$ cat src/rtl/xgs_stream_pkg.sv
// Shared stream definitions: tuser flag positions, streamer state encoding
// and the eight-pixel ramp beat builder.
package xgs_stream_pkg;

  localparam int unsigned TUSER_SOF = 0;
  localparam int unsigned TUSER_EOF = 1;
  localparam int unsigned TUSER_SOL = 2;
  localparam int unsigned TUSER_EOL = 3;

  typedef enum logic [1:0] {
    ST_IDLE = 2'd0,
    ST_ROW  = 2'd1,
    ST_GAP  = 2'd2,
    ST_DONE = 2'd3
  } stream_state_e;

  // Byte k carries pixel beat*8+k plus the row bias; pixels past the row end read as zero.
  function automatic logic [63:0] build_beat(input logic [31:0] beat_idx,
                                             input logic [31:0] x_size,
                                             input logic [7:0]  row_add);
    logic [63:0] data;
    logic [31:0] px;
    data = 64'd0;
    for (int k = 0; k < 8; k++) begin
      px = (beat_idx << 3) + 32'(k);
      if (px < x_size) begin
        data[k*8 +: 8] = px[7:0] + row_add;
      end else begin
        data[k*8 +: 8] = 8'd0;
      end
    end
    return data;
  endfunction

endpackage

$ cat src/rtl/x_ramp_streamer.sv
// Frame generator: streams an x/y ramp test pattern as 64-bit AXI-stream beats
// with SOF/EOF/SOL/EOL flags, tlast per row and programmable inter-row gaps.
module x_ramp_streamer
  import xgs_stream_pkg::*;
#(
  parameter int X_SIZE_W = 16,
  parameter int Y_SIZE_W = 16
) (
  input  logic                aclk,
  input  logic                aclk_reset,
  input  logic                aclk_start,
  input  logic [X_SIZE_W-1:0] aclk_x_size,
  input  logic [Y_SIZE_W-1:0] aclk_y_size,
  input  logic [15:0]         aclk_line_gap,
  input  logic                aclk_row_offset,
  input  logic                aclk_tready,
  output logic                aclk_tvalid,
  output logic [63:0]         aclk_tdata,
  output logic [3:0]          aclk_tuser,
  output logic                aclk_tlast,
  output logic                aclk_busy,
  output logic                aclk_frame_done
);

  localparam logic [X_SIZE_W-1:0] BEAT_ZERO = {X_SIZE_W{1'b0}};
  localparam logic [X_SIZE_W-1:0] BEAT_ONE  = {{(X_SIZE_W-1){1'b0}}, 1'b1};
  localparam logic [Y_SIZE_W-1:0] ROW_ZERO  = {Y_SIZE_W{1'b0}};
  localparam logic [Y_SIZE_W-1:0] ROW_ONE   = {{(Y_SIZE_W-1){1'b0}}, 1'b1};

  stream_state_e state, state_nxt;

  logic [X_SIZE_W-1:0] beat, beat_nxt;
  logic [Y_SIZE_W-1:0] row, row_nxt;
  logic [15:0]         gap_cnt, gap_nxt;
  logic                load;

  logic [X_SIZE_W-1:0] x_q, last_beat_q;
  logic [Y_SIZE_W-1:0] last_row_q;
  logic [15:0]         gap_q;
  logic                offset_q;

  logic [X_SIZE_W-1:0] x_cur, last_beat_cur;
  logic [Y_SIZE_W-1:0] last_row_cur;
  logic                offset_cur;

  logic                valid_nxt;
  logic [63:0]         data_nxt;
  logic [3:0]          user_nxt;
  logic                last_nxt;

  // Frame state register.
  always_ff @(posedge aclk or posedge aclk_reset) begin
    if (aclk_reset) begin
      state <= ST_IDLE;
    end else begin
      state <= state_nxt;
    end
  end

  // Next state and counter updates; the last beat is floor((x-1)/8) = ceil(x/8)-1.
  always_comb begin
    state_nxt = state;
    beat_nxt  = beat;
    row_nxt   = row;
    gap_nxt   = gap_cnt;
    load      = 1'b0;
    case (state)
      ST_IDLE: begin
        if (aclk_start && (aclk_x_size != BEAT_ZERO) && (aclk_y_size != ROW_ZERO)) begin
          state_nxt = ST_ROW;
          beat_nxt  = BEAT_ZERO;
          row_nxt   = ROW_ZERO;
          load      = 1'b1;
        end else begin
          state_nxt = ST_IDLE;
        end
      end
      ST_ROW: begin
        if (aclk_tvalid && aclk_tready) begin
          if (beat == last_beat_q) begin
            beat_nxt = BEAT_ZERO;
            if (row == last_row_q) begin
              state_nxt = ST_DONE;
            end else if (gap_q != 16'd0) begin
              state_nxt = ST_GAP;
              row_nxt   = row + ROW_ONE;
              gap_nxt   = gap_q - 16'd1;
            end else begin
              state_nxt = ST_ROW;
              row_nxt   = row + ROW_ONE;
            end
          end else begin
            beat_nxt = beat + BEAT_ONE;
          end
        end else begin
          state_nxt = ST_ROW;
        end
      end
      ST_GAP: begin
        if (gap_cnt == 16'd0) begin
          state_nxt = ST_ROW;
        end else begin
          gap_nxt = gap_cnt - 16'd1;
        end
      end
      ST_DONE: begin
        state_nxt = ST_IDLE;
      end
      default: begin
        state_nxt = ST_IDLE;
      end
    endcase
  end

  // Configuration as seen by the next beat: live inputs on the start cycle, latched copy after.
  always_comb begin
    if (load) begin
      x_cur         = aclk_x_size;
      last_beat_cur = (aclk_x_size - BEAT_ONE) >> 3;
      last_row_cur  = aclk_y_size - ROW_ONE;
      offset_cur    = aclk_row_offset;
    end else begin
      x_cur         = x_q;
      last_beat_cur = last_beat_q;
      last_row_cur  = last_row_q;
      offset_cur    = offset_q;
    end
  end

  // Counters and the configuration captured at frame acceptance.
  always_ff @(posedge aclk or posedge aclk_reset) begin
    if (aclk_reset) begin
      beat        <= BEAT_ZERO;
      row         <= ROW_ZERO;
      gap_cnt     <= 16'd0;
      x_q         <= BEAT_ZERO;
      last_beat_q <= BEAT_ZERO;
      last_row_q  <= ROW_ZERO;
      gap_q       <= 16'd0;
      offset_q    <= 1'b0;
    end else begin
      beat    <= beat_nxt;
      row     <= row_nxt;
      gap_cnt <= gap_nxt;
      if (load) begin
        x_q         <= x_cur;
        last_beat_q <= last_beat_cur;
        last_row_q  <= last_row_cur;
        gap_q       <= aclk_line_gap;
        offset_q    <= offset_cur;
      end
    end
  end

  // Beat contents for the next cycle; a stalled beat recomputes to the same value.
  always_comb begin
    valid_nxt = (state_nxt == ST_ROW);
    data_nxt  = 64'd0;
    user_nxt  = 4'b0000;
    last_nxt  = 1'b0;
    if (valid_nxt) begin
      data_nxt = build_beat(32'(beat_nxt), 32'(x_cur), offset_cur ? 8'(row_nxt) : 8'd0);
      last_nxt = (beat_nxt == last_beat_cur);
      user_nxt[TUSER_SOF] = (beat_nxt == BEAT_ZERO) && (row_nxt == ROW_ZERO);
      user_nxt[TUSER_SOL] = (beat_nxt == BEAT_ZERO) && (row_nxt != ROW_ZERO);
      user_nxt[TUSER_EOF] = last_nxt && (row_nxt == last_row_cur);
      user_nxt[TUSER_EOL] = last_nxt && (row_nxt != last_row_cur);
    end else begin
      data_nxt = 64'd0;
    end
  end

  // Registered stream and status outputs.
  always_ff @(posedge aclk or posedge aclk_reset) begin
    if (aclk_reset) begin
      aclk_tvalid     <= 1'b0;
      aclk_tdata      <= 64'd0;
      aclk_tuser      <= 4'b0000;
      aclk_tlast      <= 1'b0;
      aclk_busy       <= 1'b0;
      aclk_frame_done <= 1'b0;
    end else begin
      aclk_tvalid     <= valid_nxt;
      aclk_tdata      <= data_nxt;
      aclk_tuser      <= user_nxt;
      aclk_tlast      <= last_nxt;
      aclk_busy       <= (state_nxt == ST_ROW) || (state_nxt == ST_GAP);
      aclk_frame_done <= (state_nxt == ST_DONE);
    end
  end

endmodule

$ cat config.mk
export PLATFORM = sky130hd
export DESIGN_NAME = x_ramp_streamer
export DESIGN_NICKNAME = d
export VERILOG_FILES = /design/src/rtl/xgs_stream_pkg.sv /design/src/rtl/x_ramp_streamer.sv
export SDC_FILE = /design/constraint.sdc
export NUM_CORES = 1
export LEC_CHECK = 0
export CAP_MARGIN = 40
export CORE_MARGIN = 4
export CORE_UTILIZATION = 60
export DETAILED_ROUTE_END_ITERATION = 10
export PLACE_DENSITY = 0.92
export SLEW_MARGIN = 15
export SYNTH_ARGS = -nofsm -noshare
export SYNTH_HDL_FRONTEND = slang
export SYNTH_SLANG_ARGS = --single-unit
export TNS_END_PERCENT = 1
$ cat constraint.sdc
create_clock -name aclk -period 13.5 [get_ports aclk]
set_clock_uncertainty 0.15 [all_clocks]
set_input_delay 1.35 -clock aclk [delete_from_list [all_inputs] [get_ports aclk]]
set_output_delay 1.35 -clock aclk [all_outputs]
set_load 0.1 [all_outputs]
==> results of run 1 <==
power by group:
group / leakage (µW) / switching, µW / internal [µW]
registers: 0.00235 / 161 / 735
clock network: 0.000271 / 249 / 248
logic: 0.00353 / 1240 / 655
total: 0.00615 / 1650 / 1640
how the worst max path moves through the flow:
stage,to,slack [ns],cells after the start
finish,aclk_tdata[13]$_DFF_PP0_,6.79,14
global route,aclk_tdata[13]$_DFF_PP0_,6.60,14
CTS,aclk_tdata[46]$_DFF_PP0_,7.05,15
detailed placement,aclk_tdata[31]$_DFF_PP0_,6.65,15
global placement,aclk_tdata[31]$_DFF_PP0_,7.09,17
floorplan,aclk_busy$_DFF_PP0_,6.91,1
cell usage in the layout, fill, tap and decap left out, drive strengths merged, types with 14 or more instances in the layout:
cell and n:
nor4 24, buf 88, nand2 137, nor2 107
clkdlybuf4s50 124, clkbuf 18, ha 33, nand4 17
xnor2 67, o21ai 62, o21a 17, xor2 50
nor3 37, a31oi 14, a21oi 70, nand3 42
o31ai 18, or4 16, or3 22, inv 59
dfrtp 187, mux2i 22
cell families after synthesis:
group,after synthesis
AND/OR/NAND/NOR,453
AO/OA/AOI/OAI,230
XOR/XNOR,117
multiplexers,28
adder cells (fa/ha/maj),35
buffers and inverters,90
flip-flops,187
worst reg2reg max path: stages (launching register included):
cell and delay, ns:
sky130_fd_sc_hd__dfrtp_1 0.50, sky130_fd_sc_hd__xor2_1 0.22, sky130_fd_sc_hd__or4_1 0.63, sky130_fd_sc_hd__nor4_1 0.59, sky130_fd_sc_hd__a21oi_1 0.27, sky130_fd_sc_hd__buf_4 0.25
sky130_fd_sc_hd__a21oi_1 0.22, sky130_fd_sc_hd__a21oi_1 0.24, sky130_fd_sc_hd__ha_1 0.25, sky130_fd_sc_hd__a21oi_1 0.14, sky130_fd_sc_hd__nor2b_1 0.06, sky130_fd_sc_hd__o21ai_0 0.17
sky130_fd_sc_hd__nand3b_1 0.10, sky130_fd_sc_hd__nor4_1 0.54, sky130_fd_sc_hd__o21a_2 0.43, sky130_fd_sc_hd__o21ai_2 0.25, sky130_fd_sc_hd__nor2_1 0.59
final cells by class:
type,count,share of cell area
Sequential cell,187,0.3354
Inverter,50,0.01381
Antenna cell,1,0.0001794
Clock buffer,18,0.03148
Timing Repair Buffer,212,0.1941
Tap cell,225,0.02018
Multi-Input combinational cell,863,0.3958
Clock inverter,14,0.009057
per-stage QoR:
| stage | setup slack (ns) | std cells |
|---|---|---|
| after floorplan | 6.915 | 1140 |
| after global placement | 7.086 | 1458 |
| after detailed placement | 6.651 | 1534 |
| after CTS | 7.048 | 1566 |
| after global routing | 6.597 | 1569 |
| final | 6.790 | 1570 |
layer usage:
layer,track usage,part of all wire,up-vias
met2,0.6474,0.47,937
met3,0.1119,0.11,285
met5,0,0.00032,-
li1,-,-,4395
met1,0.4935,0.34,5047
met4,0.2392,0.078,2
state kept, by name, summed over array words and instances, names as in the netlist:
register         flops
last_row_q          16
aclk_busy            1
gap_cnt             16
aclk_frame_done      1
x_q                 16
aclk_tvalid          1
offset_q             1
aclk_tuser           4
last_beat_q         16
beat                16
gap_q               16
state                2
row                 16
aclk_tlast           1
aclk_tdata          64
==> results.cfg, run 1 <==
[status]
status = finished clean

[cells_and_area]
multi_input_area_mm2 = 0.005523
design.final.nets = 1419
layout-drive-gt1-share = 0.1198
area.sequential_mm2 = 0.004679
finalCoreUtilization = 0.8066
nFillCells = 924
design_area_mm2 = 0.01395
layout-area-overhead-vs-synth_pct = 31.90

[placement]
dp_hpwl_um = 26740
detailed_place.area_mm2 = 0.01336
input_output_buffers = 124
gpl.final_weighted_congestion = 1.007

[yosys]
synth_compound_gate_area_share = 0.1409
synth.cells.most_frequent = sky130_fd_sc_hd__dfrtp_1 (187), sky130_fd_sc_hd__nand2_1 (137), sky130_fd_sc_hd__nor2_1 (107), sky130_fd_sc_hd__xnor2_1 (67), sky130_fd_sc_hd__a21oi_1 (66)
mux_contribution_to_synthesized_area = 0.02756
seq_area_frac_synth = 0.4424
synthSimpleGateAreaFrac = 0.2122
synth_ff_type = sky130_fd_sc_hd__dfrtp_1
yosys.area_share.adder = 0.04282
number_of_synthesized_flops_with_an_enable_pin = 0
synthesis.nets = 1228
netlist_top_cells_area = sky130_fd_sc_hd__dfrtp_1 (44%), sky130_fd_sc_hd__xnor2_1 (5.5%), sky130_fd_sc_hd__nand2_1 (4.9%)
postSynthAreaPerCell_um2 = 9.279
synth_xor_area_frac = 0.09830
synth_seq_cells = 187
synth_most_common_cell = sky130_fd_sc_hd__dfrtp_1
post_synth_inst_count = 1140
synth.top_cell.area_share = 0.4424
synth_top_family_by_area = simple AND/OR/NAND/NOR gates
syn_area_mm2 = 0.01058
async_flop_share = 1.000
synthesis_warnings = 0
synthDominantAreaCellType = sky130_fd_sc_hd__dfrtp_1
number_of_distinct_library_cell_variants_in_the_gate_level_netlist_after_synthesis = 76

[worst_setup_path]
setup.worst_path.start_class = primary input
worstSetupEndpointType = flop
worst_path_largest_cell_delay_ns = 0.58
r2r_slack_ns = 7.74
ff_to_ff_start = beat[4]$_DFF_PP0_
critical_path.cell_chain = clkdlybuf4s50_1, nor4_2, nand4b_1, nor3_2, or3_2, buf_4, o311ai_1, o41ai_2, and2_1, ha_1, and2_0, a31oi_1, xor2_1, nor2_1
critPathMaxFanout = 59
critPathArrivalTime_ns = 6.84
critical_path_launch_point = aclk_x_size[1]
critical_path.reg2reg.endpoint = aclk_tdata[13]$_DFF_PP0_
crit_family = simple AND/OR/NAND/NOR gates
reg2reg_depth = 16
number_of_buffer_and_inverter_stages_on_the_critical_path = 2
crit_path_top_delay_cell = sky130_fd_sc_hd__ha_1
worstSetupPathType = in -> reg
worst-endpoint-required_ns = 13.63

[hold_path]
hold_end = x_q[15]$_DFFE_PP0P_
min_from = x_q[15]$_DFFE_PP0P_
worst_hold_path.num_cells = 2
holdCritPathClass = reg -> reg

[flow_run]
timing.max_cap.violations = 0

[route]
wire_per_inst_um = 25.49
vias = 10670
final_antenna_violating_net_count = 0
drt_iter0_markers = 1650
routed_via_density = 6.794
drt-pass1-iter-count = 9
wl_um = 40010
drc_errors = 0

[clock_tree]
clock_insertion_delay_worst_skew_ns = 0.46
clk_pin_slew_ns = 0.08
clock_tree.htree_level_count = 4
cts_hold_buf = 0
cts_tree = yes
cts_buffers = 17
cts_repair_resize_count = 0
clock_tree.buffer_depth = 2
clock_tree.root_cell = sky130_fd_sc_hd__clkbuf_16
numClockSinks = 187
post_cts_buffers = 0

[sta]
maxSlewHeadroom = 0.5165
hold_ws_ns = 0.3448
final_hold_viol_count = 0
rsz0062_at_grt = no
worst_slew_pin_slew_ns = 0.7253
maxSlewViolCount = 0
maxClockFrequency_ghz = 0.1490
final_setup_vio_count = 0
post-route-period-util = 0.4971
finalSetupTns_ns = 0
period_minus_slack_ns = 6.711

[floorplan]
die_w_um = 140.8
start_util = 0.6115
floorplan.rows = 48
pin_count = 125
die_outline_height_um = 140.8
die_outline_area_mm2 = 0.01982
core_area_mm2 = 0.01730

[power_and_ir_drop]
design_power_total_uw = 3290
power_density_over_the_cells_mw_per_mm2 = 235.8
ir_worst_vdd_v = 0.0002179
leakagePower_uw = 0.006152

[global_route]
global_route_wire_length_before_repair_um = 61990
gr-usage-all-layers = 0.4054
grt_start_max_net_pins = 66
grt_overflow = 0
grt_antenna_before_repair = 1
via_count_of_the_first_global_routing_pass = 10790
(Power assumes the default switching activity.)
==> inputs of run 2 (changes only) <==
--- a/config.mk
+++ b/config.mk
@@ -7,9 +7,9 @@
 export LEC_CHECK = 0
 export CAP_MARGIN = 40
 export CORE_MARGIN = 4
-export CORE_UTILIZATION = 60
+export CORE_UTILIZATION = 51
 export DETAILED_ROUTE_END_ITERATION = 10
-export PLACE_DENSITY = 0.92
+export PLACE_DENSITY = 0.84
 export SLEW_MARGIN = 15
 export SYNTH_ARGS = -nofsm -noshare
 export SYNTH_HDL_FRONTEND = slang
==> constraint.sdc (replaced) <==
create_clock -name aclk -period 5.9 [get_ports aclk]
set_clock_uncertainty 0.15 [all_clocks]
set_input_delay 0.59 -clock aclk [delete_from_list [all_inputs] [get_ports aclk]]
set_output_delay 0.59 -clock aclk [all_outputs]
set_load 0.1 [all_outputs]
==> results.cfg, run 2 (synthesized netlist as in run 1, its figures left out) <==
[cells_and_area]
mostFrequentLayoutCells = sky130_fd_sc_hd__dfrtp_1 (187), sky130_fd_sc_hd__nand2_1 (137), sky130_fd_sc_hd__clkdlybuf4s50_1 (124)
final_common_cell = sky130_fd_sc_hd__dfrtp_1
largest-register = aclk_tdata
layout-area-overhead-vs-synth_pct = 31.90
num_antenna_cells = 0
nFillCells = 1393
layout-drive-gt1-share = 0.1256
design.final.nets = 1428
largest_register_ff_count = 64

[clock_tree]
clk_pin_slew_ns = 0.09
cts_repair_resize_count = 0
cts_tree = yes
numClockSinks = 187
clock_tree.root_cell = sky130_fd_sc_hd__clkbuf_16
clock_tree.htree_level_count = 4
cts_buffers = 17
post_cts_buffers = 0
cts_hold_buf = 0
clock_insertion_delay_worst_skew_ns = 0.45
clock_tree.buffer_depth = 2

[global_route]
grt_start_max_net_pins = 81
grt_overflow = 0
grt_antenna_before_repair = 0
global_route_wire_length_before_repair_um = 55080
gr-usage-all-layers = 0.2945
via_count_of_the_first_global_routing_pass = 10130

[floorplan]
floorplan.rows = 52
die_w_um = 152.0
pin_count = 125
start_util = 0.5211
core_area_mm2 = 0.02030
die_outline_height_um = 152.0
die_outline_area_mm2 = 0.02311

[sta]
period_minus_slack_ns = 5.387
maxSlewViolCount = 0
post-route-period-util = 0.9130
rsz0062_at_grt = no
finalSetupTns_ns = 0
hold_ws_ns = 0.3539
setup_slack_ns = 0.5132
maxSlewHeadroom = 0.3605
final_hold_viol_count = 0
maxClockFrequency_ghz = 0.1856
worst_slew_pin_slew_ns = 0.9444
final_setup_vio_count = 0

[route]
final_antenna_violating_net_count = 0
drt_iter0_markers = 1091
drt-pass1-iter-count = 8
routed_via_density = 6.195
wl_um = 34380
drc_errors = 0
vias = 10050
wire_per_inst_um = 21.18

[worst_setup_path]
critical_path_launch_point = aclk_x_size[0]
setup.worst_path.start_class = primary input
r2r_slack_ns = 0.53
critPathMaxFanout = 18
reg2reg_depth = 16
worstSetupEndpointType = flop
worst-endpoint-required_ns = 6.05
critical_path.reg2reg.endpoint = aclk_tdata[22]$_DFF_PP0_
ff_to_ff_start = beat[4]$_DFF_PP0_
critPathArrivalTime_ns = 5.54
worstSetupPathType = in -> reg

[power_and_ir_drop]
leakagePower_uw = 0.006152
ir_worst_vdd_v = 0.0004864
power_density_over_the_cells_mw_per_mm2 = 526.4

[flow_run]
timing.max_cap.violations = 0

[placement]
input_output_buffers = 124
dp_hpwl_um = 24640
gpl.final_weighted_congestion = 0.9320
detailedPlace.worstSlack_ns = 0.4108

[hold_path]
holdCritPathClass = reg -> reg
hold_end = x_q[3]$_DFFE_PP0P_
min_from = x_q[3]$_DFFE_PP0P_
worst_hold_path.num_cells = 2

[status]
status = finished clean
run 2: layout make-up:
type	instances	area [µm²]	share of cell area
Clock buffer	17	425.4	0.03049
Tap cell	270	337.8	0.02421
Multi-Input combinational cell	863	5523	0.3958
Timing Repair Buffer	221	2577	0.1847
Clock inverter	15	216.5	0.01551
Inverter	50	192.7	0.01381
Sequential cell	187	4679	0.3354
run 2: worst max path at each step:
stage / cells after the start / end
floorplan: 1 / aclk_busy$_DFF_PP0_
global placement: 17 / aclk_tdata[63]$_DFF_PP0_
detailed placement: 16 / aclk_tdata[47]$_DFF_PP0_
CTS: 16 / aclk_tdata[47]$_DFF_PP0_
global route: 16 / aclk_tdata[22]$_DFF_PP0_
finish: 16 / aclk_tdata[22]$_DFF_PP0_
run 2: layer usage:
layer | vias up | share of wire | GRT usage
li1 | 4408 | - | -
met1 | 4807 | 0.37 | 0.3660
met2 | 674 | 0.49 | 0.4884
met3 | 165 | 0.090 | 0.06143
met4 | 0 | 0.055 | 0.1485
met5 | - | 0 | 0
run 2: through the flow:
stage | cells | utilization | total power, µW | cell area [µm²]
2_1_floorplan | 1140 | - | 4443 | 10580
3_5_place_dp | 1589 | 0.6547 | 6010 | 13290
6_report | 1623 | 0.6873 | 7345 | 13950
4_1_cts | 1621 | 0.6863 | 7287 | 13930
5_1_grt | 1623 | 0.6873 | 7604 | 13950
3_3_place_gp | 1516 | 0.5980 | 5265 | 12140
run 2: power breakdown:
part / leakage (µW) / internal (µW) / total, µW / switching [µW]
Combinational: 0.00350 / 1450 / 4090 / 2640
Clock: 0.000307 / 597 / 1230 / 632
Sequential: 0.00235 / 1680 / 2030 / 349
run 2: critical path, cell delays in order:
cell                              delay, ns
sky130_fd_sc_hd__clkdlybuf4s50_1       0.47
sky130_fd_sc_hd__nor4_2                0.47
sky130_fd_sc_hd__nand4b_1              0.38
sky130_fd_sc_hd__nor3_2                0.47
sky130_fd_sc_hd__or3_2                 0.47
sky130_fd_sc_hd__buf_4                 0.27
sky130_fd_sc_hd__nand2_1               0.07
sky130_fd_sc_hd__nand2_1               0.11
sky130_fd_sc_hd__inv_1                 0.07
sky130_fd_sc_hd__ha_1                  0.31
sky130_fd_sc_hd__nand4_1               0.17
sky130_fd_sc_hd__nor2_1                0.22
sky130_fd_sc_hd__nor4b_1               0.58
sky130_fd_sc_hd__o21ai_0               0.40
sky130_fd_sc_hd__nand2_1               0.33
sky130_fd_sc_hd__nor2_1                0.15
